$ cat config.mk
export PLATFORM = sky130hd
export DESIGN_NAME = booth_datapath
export DESIGN_NICKNAME = d
export VERILOG_FILES = /design/src/rtl/booth_pkg.sv /design/src/rtl/booth_addsub.sv /design/src/rtl/booth_datapath.sv
export SDC_FILE = /design/constraint.sdc
export NUM_CORES = 1
export LEC_CHECK = 0
export BUFFER_PORTS_ARGS = -buffer_cell sky130_fd_sc_hd__buf_2
export CAP_MARGIN = 20
export CORE_ASPECT_RATIO = 0.5
export CORE_UTILIZATION = 47
export CTS_CLUSTER_SIZE = 25
export DETAILED_ROUTE_END_ITERATION = 8
export MAX_ROUTING_LAYER = met4
export PLACE_DENSITY = 0.71
export RECOVER_POWER = 25
export SETUP_SLACK_MARGIN = 0.15
export SYNTH_ARGS = -nofsm -noshare
export SYNTH_HDL_FRONTEND = slang
export SYNTH_HIERARCHICAL = 1
export SYNTH_SLANG_ARGS = --single-unit
$ cat constraint.sdc
create_clock -name clk -period 3.45 [get_ports clk]
set_clock_uncertainty 0.15 [all_clocks]
set_input_delay 0.1725 -clock clk [delete_from_list [all_inputs] [get_ports clk]]
set_output_delay 0.1725 -clock clk [all_outputs]
set_load 0.01 [all_outputs]
$ cat src/rtl/booth_pkg.sv
// booth_pkg
// Shared definitions for the radix-2 Booth multiplier datapath and its
// controller decoder:
//   WIDTH_DEFAULT - default signed operand width
//   booth_op_e    - add/subtract/no-op selection derived from the Booth pair
//   ctrl_state_e  - controller state codes used by the strobe decoder
//   booth_decode  - maps the Booth pair {Q[0], Q(-1)} to an operation
package booth_pkg;

    localparam int WIDTH_DEFAULT = 24;

    typedef enum logic [1:0] {
        OP_NOP = 2'b00,
        OP_ADD = 2'b01,
        OP_SUB = 2'b10
    } booth_op_e;

    typedef enum logic [2:0] {
        S_RESET = 3'b000,
        S_LOAD  = 3'b001,
        S_STEP  = 3'b010,
        S_DONE  = 3'b011
    } ctrl_state_e;

    // Pair 01 ends a run of ones (add M), pair 10 starts one (subtract M).
    function automatic booth_op_e booth_decode(input logic [1:0] pair);
        booth_op_e op;
        case (pair)
            2'b01:   op = OP_ADD;
            2'b10:   op = OP_SUB;
            default: op = OP_NOP;
        endcase
        return op;
    endfunction

endpackage

$ cat src/rtl/booth_addsub.sv
// booth_addsub
// Combinational W-bit adder/subtractor for one Booth iteration.
// Ports:
//   a   in  W  accumulator operand (A, already one bit wider than M)
//   b   in  W  sign-extended multiplicand
//   op  in     Booth operation (OP_ADD, OP_SUB, OP_NOP passes a through)
//   sum out W  a + b, a - b or a
module booth_addsub
    import booth_pkg::*;
#(
    parameter int W = WIDTH_DEFAULT + 1
) (
    input  logic [W-1:0] a,
    input  logic [W-1:0] b,
    input  booth_op_e    op,
    output logic [W-1:0] sum
);

    always_comb begin
        sum = a;
        case (op)
            OP_ADD:  sum = a + b;
            OP_SUB:  sum = a - b;
            default: sum = a;
        endcase
    end

endmodule

$ cat src/rtl/booth_datapath.sv
// booth_datapath
// Register datapath of the radix-2 Booth multiplier: A (WIDTH+1 bits), M, Q,
// Q(-1), the iteration counter and the registered product.
// Ports:
//   clk, rst_n                 clock and synchronous active-low reset
//   reset                      functional clear from the controller
//   load, rwe_M, rwe_Q         operand load strobe and operand write enables
//   rwe_A, rwe_Qlessbit        with rwe_Q, all three high request one step
//   out_res_A_e, out_res_Q_e,  all three high capture {A, Q} into result
//   done
//   multiplicand_in            operand for M
//   multiplier_in              operand for Q
//   q_pair                     Booth pair {Q[0], Q(-1)} to the controller
//   count_zero                 iteration counter is zero
//   result                     registered signed product (2*WIDTH bits)
//   result_valid               one-cycle pulse after a capture
//
// result_valid has no ready: it is a single-cycle pulse in the cycle after a
// capture and result stays stable until the next clear or capture.
// Update priority: clear, load, step, capture.
module booth_datapath
    import booth_pkg::*;
#(
    parameter int WIDTH = WIDTH_DEFAULT
) (
    input  logic                 clk,
    input  logic                 rst_n,
    input  logic                 reset,
    input  logic                 load,
    input  logic                 rwe_M,
    input  logic                 rwe_Q,
    input  logic                 rwe_A,
    input  logic                 rwe_Qlessbit,
    input  logic                 out_res_A_e,
    input  logic                 out_res_Q_e,
    input  logic                 done,
    input  logic [WIDTH-1:0]     multiplicand_in,
    input  logic [WIDTH-1:0]     multiplier_in,
    output logic [1:0]           q_pair,
    output logic                 count_zero,
    output logic [2*WIDTH-1:0]   result,
    output logic                 result_valid
);

    localparam int CW = $clog2(WIDTH + 1);
    localparam logic [CW-1:0] CNT_INIT = CW'(WIDTH);

    logic [WIDTH:0]       a_q;
    logic [WIDTH:0]       a_sum;
    logic [WIDTH-1:0]     m_q;
    logic [WIDTH-1:0]     q_q;
    logic                 qm1_q;
    logic [CW-1:0]        cnt_q;
    logic [2*WIDTH-1:0]   result_q;
    logic                 result_valid_q;

    logic                 step_req;
    logic                 capture_req;
    booth_op_e            op;

    assign step_req    = rwe_A & rwe_Q & rwe_Qlessbit;
    assign capture_req = out_res_A_e & out_res_Q_e & done;
    assign op          = booth_decode({q_q[0], qm1_q});

    // A carries one extra bit so that A - M cannot overflow, which keeps the
    // (-2^(WIDTH-1))^2 corner exact.
    booth_addsub #(
        .W (WIDTH + 1)
    ) u_addsub (
        .a   (a_q),
        .b   ({m_q[WIDTH-1], m_q}),
        .op  (op),
        .sum (a_sum)
    );

    always_ff @(posedge clk) begin
        if (!rst_n || reset) begin
            a_q            <= '0;
            m_q            <= '0;
            q_q            <= '0;
            qm1_q          <= 1'b0;
            cnt_q          <= CNT_INIT;
            result_q       <= '0;
            result_valid_q <= 1'b0;
        end else if (load) begin
            if (rwe_M) m_q <= multiplicand_in;
            if (rwe_Q) q_q <= multiplier_in;
            a_q            <= '0;
            qm1_q          <= 1'b0;
            cnt_q          <= CNT_INIT;
            result_valid_q <= 1'b0;
        end else if (step_req) begin
            // A step request outranks capture even when the counter has
            // expired; in that case every register simply holds.
            if (cnt_q != '0) begin
                // Arithmetic right shift of {A', Q, Q(-1)}.
                a_q   <= {a_sum[WIDTH], a_sum[WIDTH:1]};
                q_q   <= {a_sum[0], q_q[WIDTH-1:1]};
                qm1_q <= q_q[0];
                cnt_q <= cnt_q - CW'(1);
            end
            result_valid_q <= 1'b0;
        end else if (capture_req) begin
            result_q       <= {a_q[WIDTH-1:0], q_q};
            result_valid_q <= 1'b1;
        end else begin
            result_valid_q <= 1'b0;
        end
    end

    assign q_pair       = {q_q[0], qm1_q};
    assign count_zero   = (cnt_q == '0);
    assign result       = result_q;
    assign result_valid = result_valid_q;

endmodule

# After elaboration in Yosys (flattened, before gate mapping)
# Index checks and enable logic that the tools add are counted.
# word_totals
regBits	127
output_inout_bits	52
word_cells	40
# classes
addsub	3
n_eq_ne	5
muxes	7
bitwise	6
n_reduce_logical	12
# op_table
op	count
24-bit 2-to-1 mux	4
25-bit one-hot mux with 2 select lines	1
24-bit by 24-bit adder with 25-bit output	1
24-bit by 24-bit subtractor with 25-bit output	1
3-bit AND reduction	2
5-bit zero test	1
5-bit nonzero test	1
5-bit by 1-bit subtractor with 5-bit output, second input constant	1
1-bit bitwise AND	4
2-bit by 1-bit == test with 1-bit output, second input constant	2
2-bit == test, second input constant	2
2-bit one-hot mux with 2 select lines	1
2-bit AND reduction	2
2-bit nonzero test	2
3-bit OR reduction	1
2-bit by 1-bit inequality test with 1-bit output, second input constant	1
1-bit inverter	2
2-bit OR reduction	1
1-bit zero test	1
1-bit logical OR	1
1-bit 2-to-1 mux	1

# Logic depth before layout (Yosys ltp)
# Gate-level depths: netlist of the first run.
# logic_depth
word_depth	7
mapped_depth	19
depth_no_buf	18

# By module
# Netlist of the first run, hierarchy kept.
# modules_own_cells
module	n_inst	cells_per_inst	area_each_um2	seq_area_each_um2
booth_datapath	1	593	5200.0	2542.4
booth_addsub	1	313	2043.2	0.0

# Least setup slack after synthesis of the first run
# No wires, ideal clock.
# synth_timing
path_type	reg2reg
from	register q_q[0]
to	register a_q[21]
setup_ns	0.070
t_arrival_ns	3.331
required_ns	3.230
setup_slack_ns	-0.101
stages_incl_launch_ff	17
n_path_buf	1
period_less_slack_ns	3.551
cell_sequence	dfxtp_1 -> nor2b_1 -> ha_1 -> clkbuf_1 -> mux2i_1 -> inv_1 -> fa_1 -> nand2b_1 -> a21oi_1 -> o21ai_2 -> o31ai_2 -> a41oi_1 -> o21ai_1 -> xnor2_1 -> o21ai_0 -> nand3_1 -> a21oi_1
# synth_between
elab_chain_cells	4
# synth_rtl
item	line_no	source
start, declared	booth_datapath.sv:51	logic [WIDTH-1:0] q_q;
start signal, assigned	booth_datapath.sv:87	if (rwe_Q) q_q <= multiplier_in;
start signal, assigned	booth_datapath.sv:98	q_q <= {a_sum[0], q_q[WIDTH-1:1]};
2-bit == test or 2-bit by 1-bit == test with 1-bit output (tied branches)	booth_pkg.sv:28	case (pair)
2-bit one-hot mux with 2 select lines *	booth_pkg.sv:28	
via op[1]	booth_datapath.sv:59	booth_op_e op;
2-bit == test or 2-bit by 1-bit == test with 1-bit output (tied branches)	booth_addsub.sv:21	case (op)
25-bit one-hot mux with 2 select lines *	booth_addsub.sv:21	
via a_sum[22]	booth_datapath.sv:49	logic [WIDTH:0] a_sum;
end signal, assigned	booth_datapath.sv:97	a_q <= {a_sum[WIDTH], a_sum[WIDTH:1]};
end, declared	booth_datapath.sv:48	logic [WIDTH:0] a_q;
# The timed path passes the listed nets; every way through them passes the cells marked *.
# A chain may end at the register's enable or synchronous reset.

# Worst setup path after layout of the first run
# layout_timing
from	register m_q[2]
to	register a_q[18]
# layout_between
elab_chain_cells	2
# layout_rtl
item	line_no	source
start, declared	booth_datapath.sv:50	logic [WIDTH-1:0] m_q;
start signal, assigned	booth_datapath.sv:86	if (rwe_M) m_q <= multiplicand_in;
24-bit by 24-bit subtractor with 25-bit output or 24-bit by 24-bit adder with 25-bit output (tied branches)	booth_addsub.sv:23, booth_addsub.sv:22	
25-bit one-hot mux with 2 select lines *	booth_addsub.sv:21	
via a_sum[19]	booth_datapath.sv:49	
# Marked as above.

==> results of run 1 <==
## worst register-to-register path, stage by stage, from the launching register on
cell and delay, ns:
dfxtp_2 0.33, nor2_4 0.13, nand3_2 0.10, nor3_4 0.21
buf_6 0.13, and2_1 0.13, nor2_1 0.05, xnor2_1 0.25
ha_2 0.37, buf_4 0.15, nand2_2 0.05, o21a_1 0.16
nand3b_1 0.18, and3b_2 0.29, o21a_1 0.21, o21a_1 0.17
o31ai_1 0.21, nand3_1 0.10, a21oi_1 0.17
## through the flow
step	setup WS (ns)	total power (µW)	cells	cell area (µm²)	utilization (%)
floorplan	0.104	2020	906	7260	-
global placement	-0.0803	2240	1204	8250	55.9
detailed placement	-0.131	2260	1204	8250	55.9
CTS	-0.00589	4030	1270	9310	63.2
global route	-0.348	4280	1287	9620	65.3
finish	-0.169	4120	1287	9620	65.3
## state kept, by name, summed over array words and instances (netlist names)
| signal | flops |
|---|---|
| qm1_q | 1 |
| result_valid | 1 |
| cnt_q | 5 |
| result | 48 |
| q_q | 24 |
| a_q | 24 |
| m_q | 24 |
## cell type report
cell class | instances | area, µm²
fillers | 1280 | 5110
inverters | 21 | 80.1
clock buffers | 17 | 425
clock inverters | 14 | 134
multi-input cells | 676 | 4650
flip-flops and latches | 127 | 2550
well taps | 198 | 248
repair buffers | 234 | 1530
## logic make-up after synthesis
family,after synthesis,share of synthesized area (%)
compound gates,335,28.9
simple gates,247,16.5
xor+xnor,40,4.84
mux,26,3.61
fa+ha+maj,28,4.94
buf+inv,103,6.06
flops,127,35.1
## repair_timing
action	4_1_cts	5_1_grt
endpoints found under the hold margin	33	1
pin swaps	13	44
cloned	0	0
hold buffers	33	1
setup buffers	2	16
endpoints found under the setup margin	14	16
resized for setup	42	61
## routing by layer
metal / up-vias / share of wire [%]
li1: 3625 / -
met1: 3487 / 48
met2: 298 / 45
met3: 15 / 6.7
met4: 0 / 0.61
met5: - / 0
## worst max-delay path by stage
stage                     endpoint  slack (ns)  cells past startpoint
after floorplan            a_q[21]        0.10                     16
after global placement     a_q[22]       -0.08                     18
after detailed placement   a_q[23]       -0.13                     16
after CTS                  a_q[23]      -0.006                     16
after global routing       a_q[23]       -0.35                     18
final                      a_q[18]       -0.17                     18
## cells in the final DEF, fill, tap and decap left out, types with 6 or more instances in the layout
cell type      instances
nand2_1               85
nor2_1                16
mux2i_1               24
a211oi_2              22
dfxtp_1              119
a221oi_1              24
dfxtp_2                7
inv_6                  6
a21o_1                 6
inv_1                 17
xor2_1                 9
o21ai_1                6
nor3_1                 8
nand2b_1               8
dlygate4sd3_1         34
ha_1                  22
a21oi_2               16
o21a_1                 7
a211oi_1               6
nand3_1               75
o21ai_0               91
clkbuf_16             17
o21ai_2                6
xnor2_1               30
buf_4                 85
buf_2                 69
a21oi_1              117
clkbuf_1              41
## power by group through the flow
stage	registers [µW]	clock network, µW	logic, µW
after floorplan	1530	0	484
after global placement	1530	0	709
after detailed placement	1530	0	722
after CTS	1500	1730	793
after global routing	1510	1810	965
final	1500	1720	899
## synthesized netlist by cell type, drive strengths merged, types with 5 or more instances
cell,number
o21a,7
xor2,9
a21o,6
a221oi,24
xnor2,31
inv,20
nor2,21
nand4,5
nand2,87
o21bai,5
nor2b,6
o21ai,104
and3,5
o31ai,5
ha,27
nand2b,9
mux2i,25
nor3,11
clkbuf,57
dfxtp,127
a21oi,134
nand3,80
a211oi,28
buf,25
==> metrics.yaml, run 1 <==
cellPowerDensity_nw_per_um2: 428
clock_path_buffers: 2
violations: "setup timing"
crit_family: "simple AND/OR/NAND/NOR gates"
nNetsFinal: 1164
period_share_pct: 105
clk-insertion-delay-late_ns: 0.41
ys_seq_area_share_pct: 35.1
grt_antenna_before_repair: 0
drt-initial-drc-count: 642
grt_pass1_wl_um: 33300
setup.worst_path.start: "m_q[2]"
setup_viol: 7
slowest_stage: "ha_2"
synthesis.nets: 993
grt_pass1_vias: 6686
synth-main-ff-cell: "dfxtp_1"
met1_usage_pct: 37.4
die_y_um: 89.8
rsz0062_at_grt: "yes"
vias: 7425
avgRoutedWirePerCell_um: 16.5
slew_headroom_pct: 47.6
clk_pin_slew_ns: 0.06
timing.fmax_mhz: 276
grt_usage_pct: 26.2
n_antenna_cell: 0
core_um2: 14700
grt_max_degree: 78
synth_top_area_share_pct: 35.1
power.internal_uw: 2910
cts_buffers: 17
gp_congestion: 0.911
top_level_ports: 111
switchingPower_uw: 1210
area_growth_syn_to_layout_pct: 32.9
rr_worst_depth: 18
synth_edf_count: 0
cts_tree: "done"
routed_wl_um: 21200
netlist_area_um2: 7240
power.leakage_uw: 0.00355
drc: 0
hold_viol: 0
hold_ws_ns: 0.00373
yosys.cell_types.count: 64
clock_sinks: 127
r2r_end: "a_q[18]"
status: "finished with violations"
rrSetupSlack_ns: -0.17
holdCritStartpoint: "multiplier_in[10]"
ys_ff_latch: 127
synth_area_leaders: "dfxtp_1 35%, a21oi_1 9.3%, o21ai_0 7.0%, nand3_1 5.5%, ha_1 4.7%"
cp.arrival_ns: 3.80
cp_max_fo: 5
path_cells: "nor2_4 > nand3_2 > nor3_4 > buf_6 > and2_1 > nor2_1 > xnor2_1 > ha_2 > buf_4 > nand2_2 > o21a_1 > nand3b_1 > and3b_2 > o21a_1 > o21a_1 > o31ai_1 > nand3_1 > a21oi_1"
initial_core_util_pct: 49.1
grt_util_met2_pct: 37.7
die-width_um: 178
syn_inst: 906
timing.final.ws_setup_ns: -0.169
overflow: 0
worst-path-buf-inv: 2
worst_pin_slew_ns: 0.785
crit_top_cell: "o21a_1"
rows: 31
fin_setup_tns_ns: -0.768
via_per_inst: 5.77
ant_nets: 0
cts_max_level: 4
syn_avg_cell_area_um2: 7.99
grt.busiest_layer: "met2"
drv_slew: 0
max_stage_delay_ns: 0.37
port_buffers: 110
crit_path_end_kind: "flip-flop"
whs_path_depth: 3
yosysTopAreaCell: "dfxtp_1"
startpoint_type: "flip-flop"
peakVddDrop_v: 0.000390
hold_path.class: "in2reg"
combPwrFrac_pct: 21.8
drive_above_1_share_pct: 27.5
min_period_ns: 3.62
r2r-start: "m_q[2]"
dp_hpwl_um: 13500
firstDrtPassIters: 6
required_ns: 3.63
die-area_um2: 15900
pwr-share-clk_pct: 41.7
cts_root_buffer: "clkbuf_16"
p_sw_share_pct: 29.4
grt.met3_usage_pct: 4.99
worst_hold_path.endpoint: "q_q[10]"
p_seq_share_pct: 36.5
critPathKind: "reg2reg"
maxCapViolations: 0
yosysWarnings: 6
ys_async_sr_fraction_pct: 0
Power figures use the tool's default switching activity.
==> run 2: changes to the inputs <==
--- a/config.mk
+++ b/config.mk
@@ -13,7 +13,6 @@
 export DETAILED_ROUTE_END_ITERATION = 8
 export MAX_ROUTING_LAYER = met4
 export PLACE_DENSITY = 0.71
-export RECOVER_POWER = 25
 export SETUP_SLACK_MARGIN = 0.15
 export SYNTH_ARGS = -nofsm -noshare
 export SYNTH_HDL_FRONTEND = slang
==> run 2 against run 1 <==
The flow still finishes with violations (setup timing). Worst setup slack worse by 0.0088 ns. Wire length is 0.45% lower. Sequential power hardly changed. Critical path type unchanged.
==> metrics.yaml, run 2 (synthesized netlist as in run 1, its figures left out) <==
via_per_inst: 5.74  # -0.50%
avgRoutedWirePerCell_um: 16.4  # -0.45%
vias: 7388  # -0.50%
layout_common_cells: "119 x dfxtp_1, 117 x a21oi_1, 110 x buf_2, 91 x o21ai_0"
cts_max_level: 4  # unchanged
clk_pin_slew_ns: 0.06  # about the same
fin_setup_tns_ns: -0.779  # -0.0109 ns
crit_path_end_kind: "flip-flop"
drt-initial-drc-count: 657  # +2.3%
final_common_cell: "dfxtp_1"
grt_pass1_vias: 6686  # unchanged
hold_path.class: "in2reg"
numPlacedInstances: 1204  # unchanged
status: "finished with violations"
area_growth_syn_to_layout_pct: 33.6
cp_max_fo: 5  # unchanged
required_ns: 3.63  # about the same
timing.final.ws_setup_ns: -0.178  # -0.00884 ns
gp_congestion: 0.911  # unchanged
critPathKind: "reg2reg"
ant_nets: 0  # unchanged
port_buffers: 110  # unchanged
startpoint_type: "flip-flop"
setup_viol: 7  # unchanged
r2r_end: "a_q[18]"
finalPower_uw: 4120  # about the same
drc: 0  # unchanged
worst_pin_slew_ns: 0.787  # +0.00128 ns
dp_hpwl_um: 13500  # unchanged
nNetsFinal: 1164  # unchanged
cts_root_buffer: "clkbuf_16"
overflow: 0  # unchanged
cts_buffers: 17  # unchanged
power.leakage_uw: 0.00373  # +5.1%
n_antenna_cell: 0  # unchanged
r2r-start: "m_q[2]"
grt_antenna_before_repair: 0  # unchanged
grt_usage_pct: 26.2  # unchanged
core_um2: 14700  # unchanged
endpoint: "a_q[18]"
setup.worst_path.start: "m_q[2]"
min_period_ns: 3.63  # +0.00884 ns
rrSetupSlack_ns: -0.18  # about the same
hold_viol: 0  # unchanged
maxCapViolations: 0  # unchanged
nFillCells: 1262  # -1.4%
die-area_um2: 15900  # unchanged
grt_max_degree: 78  # unchanged
cts_tree: "done"
initial_core_util_pct: 49.1  # unchanged
largest_reg_flops: 48  # unchanged
slew_headroom_pct: 47.6  # -0.085 points
grt_pass1_wl_um: 33300  # unchanged
clock_sinks: 127  # unchanged
fin_cells: 1287  # unchanged
cp.arrival_ns: 3.81  # about the same
die-width_um: 178  # unchanged
placed_cell_area_um2: 8250  # unchanged
rsz0062_at_grt: "yes"
hold_ws_ns: 0.00476  # +0.00104 ns
die_y_um: 89.8  # unchanged
rr_worst_depth: 18  # unchanged
timing.fmax_mhz: 276  # -0.24%
peakVddDrop_v: 0.000387  # -0.65%
cellPowerDensity_nw_per_um2: 425  # -0.60%
postLayoutCellArea_um2: 9680  # +0.53%
routed_wl_um: 21100  # -0.45%
drv_slew: 0  # unchanged
firstDrtPassIters: 5  # -1
period_share_pct: 105  # +0.26 points
clk-insertion-delay-late_ns: 0.41  # about the same
drive_above_1_share_pct: 31.2  # +3.8 points
rows: 31  # unchanged
top_level_ports: 111  # unchanged
violations: "setup timing"
clock_path_buffers: 2  # unchanged
==> run 2: area by class of cell <==
cell class	instances	area [µm²]	share of cell area [%]
clock buffers	17	425	4.40
clock inverters	14	134	1.38
inverters	21	80.1	0.828
multi-input cells	676	4650	48.0
flip-flops and latches	127	2550	26.4
well taps	198	248	2.56
repair buffers	234	1590	16.4
==> run 2: what timing repair did <==
action | in CTS | in global routing
hold buffers | 33 | 1
pin swaps | 13 | 44
setup buffers | 2 | 16
hold endpoints to repair | 33 | 1
endpoints found under the setup margin | 14 | 16
resized for setup | 42 | 61
==> run 2: metal layers <==
layer  share of wire, %  vias to the layer above  track usage, %
li1                   -                     3627               -
met1                 49                     3478            37.4
met2                 45                      271            37.7
met3                6.4                       12            4.99
met4               0.50                        0            6.41
met5                  0                        -               -
==> run 2: stage by stage <==
stage | utilization [%] | setup WS [ns]
after global placement | 55.9 | -0.0803
after detailed placement | 55.9 | -0.131
after floorplan | - | 0.104
after global routing | 65.6 | -0.348
after CTS | 63.2 | -0.00589
final | 65.6 | -0.178
==> run 2: worst min-delay path by stage <==
stage                             start  endpoint  cells past startpoint
floorplan           multiplicand_in[22]   m_q[22]                      2
global placement    multiplicand_in[21]   m_q[21]                      3
detailed placement  multiplicand_in[21]   m_q[21]                      3
CTS                   multiplier_in[10]   q_q[10]                      3
global route          multiplier_in[10]   q_q[10]                      3
finish                multiplier_in[10]   q_q[10]                      3
==> run 2: power breakdown <==
part	internal [µW]	switching, µW
clock network	1000	712
registers	1490	18.5
logic	419	479
total	2910	1210
==> run 2: critical path, cell delays in order (launching register included) <==
cell and delay [ns]:
dfxtp_2 0.33, nor2_4 0.13, nand3_2 0.10, nor3_4 0.21, buf_6 0.13, and2_1 0.13
nor2_1 0.05, xnor2_1 0.25, ha_2 0.37, buf_4 0.15, nand2_2 0.05, o21a_1 0.17
nand3b_1 0.18, and3b_2 0.29, o21a_1 0.21, o21a_1 0.17, o31ai_1 0.21, nand3_1 0.10
a21oi_1 0.17
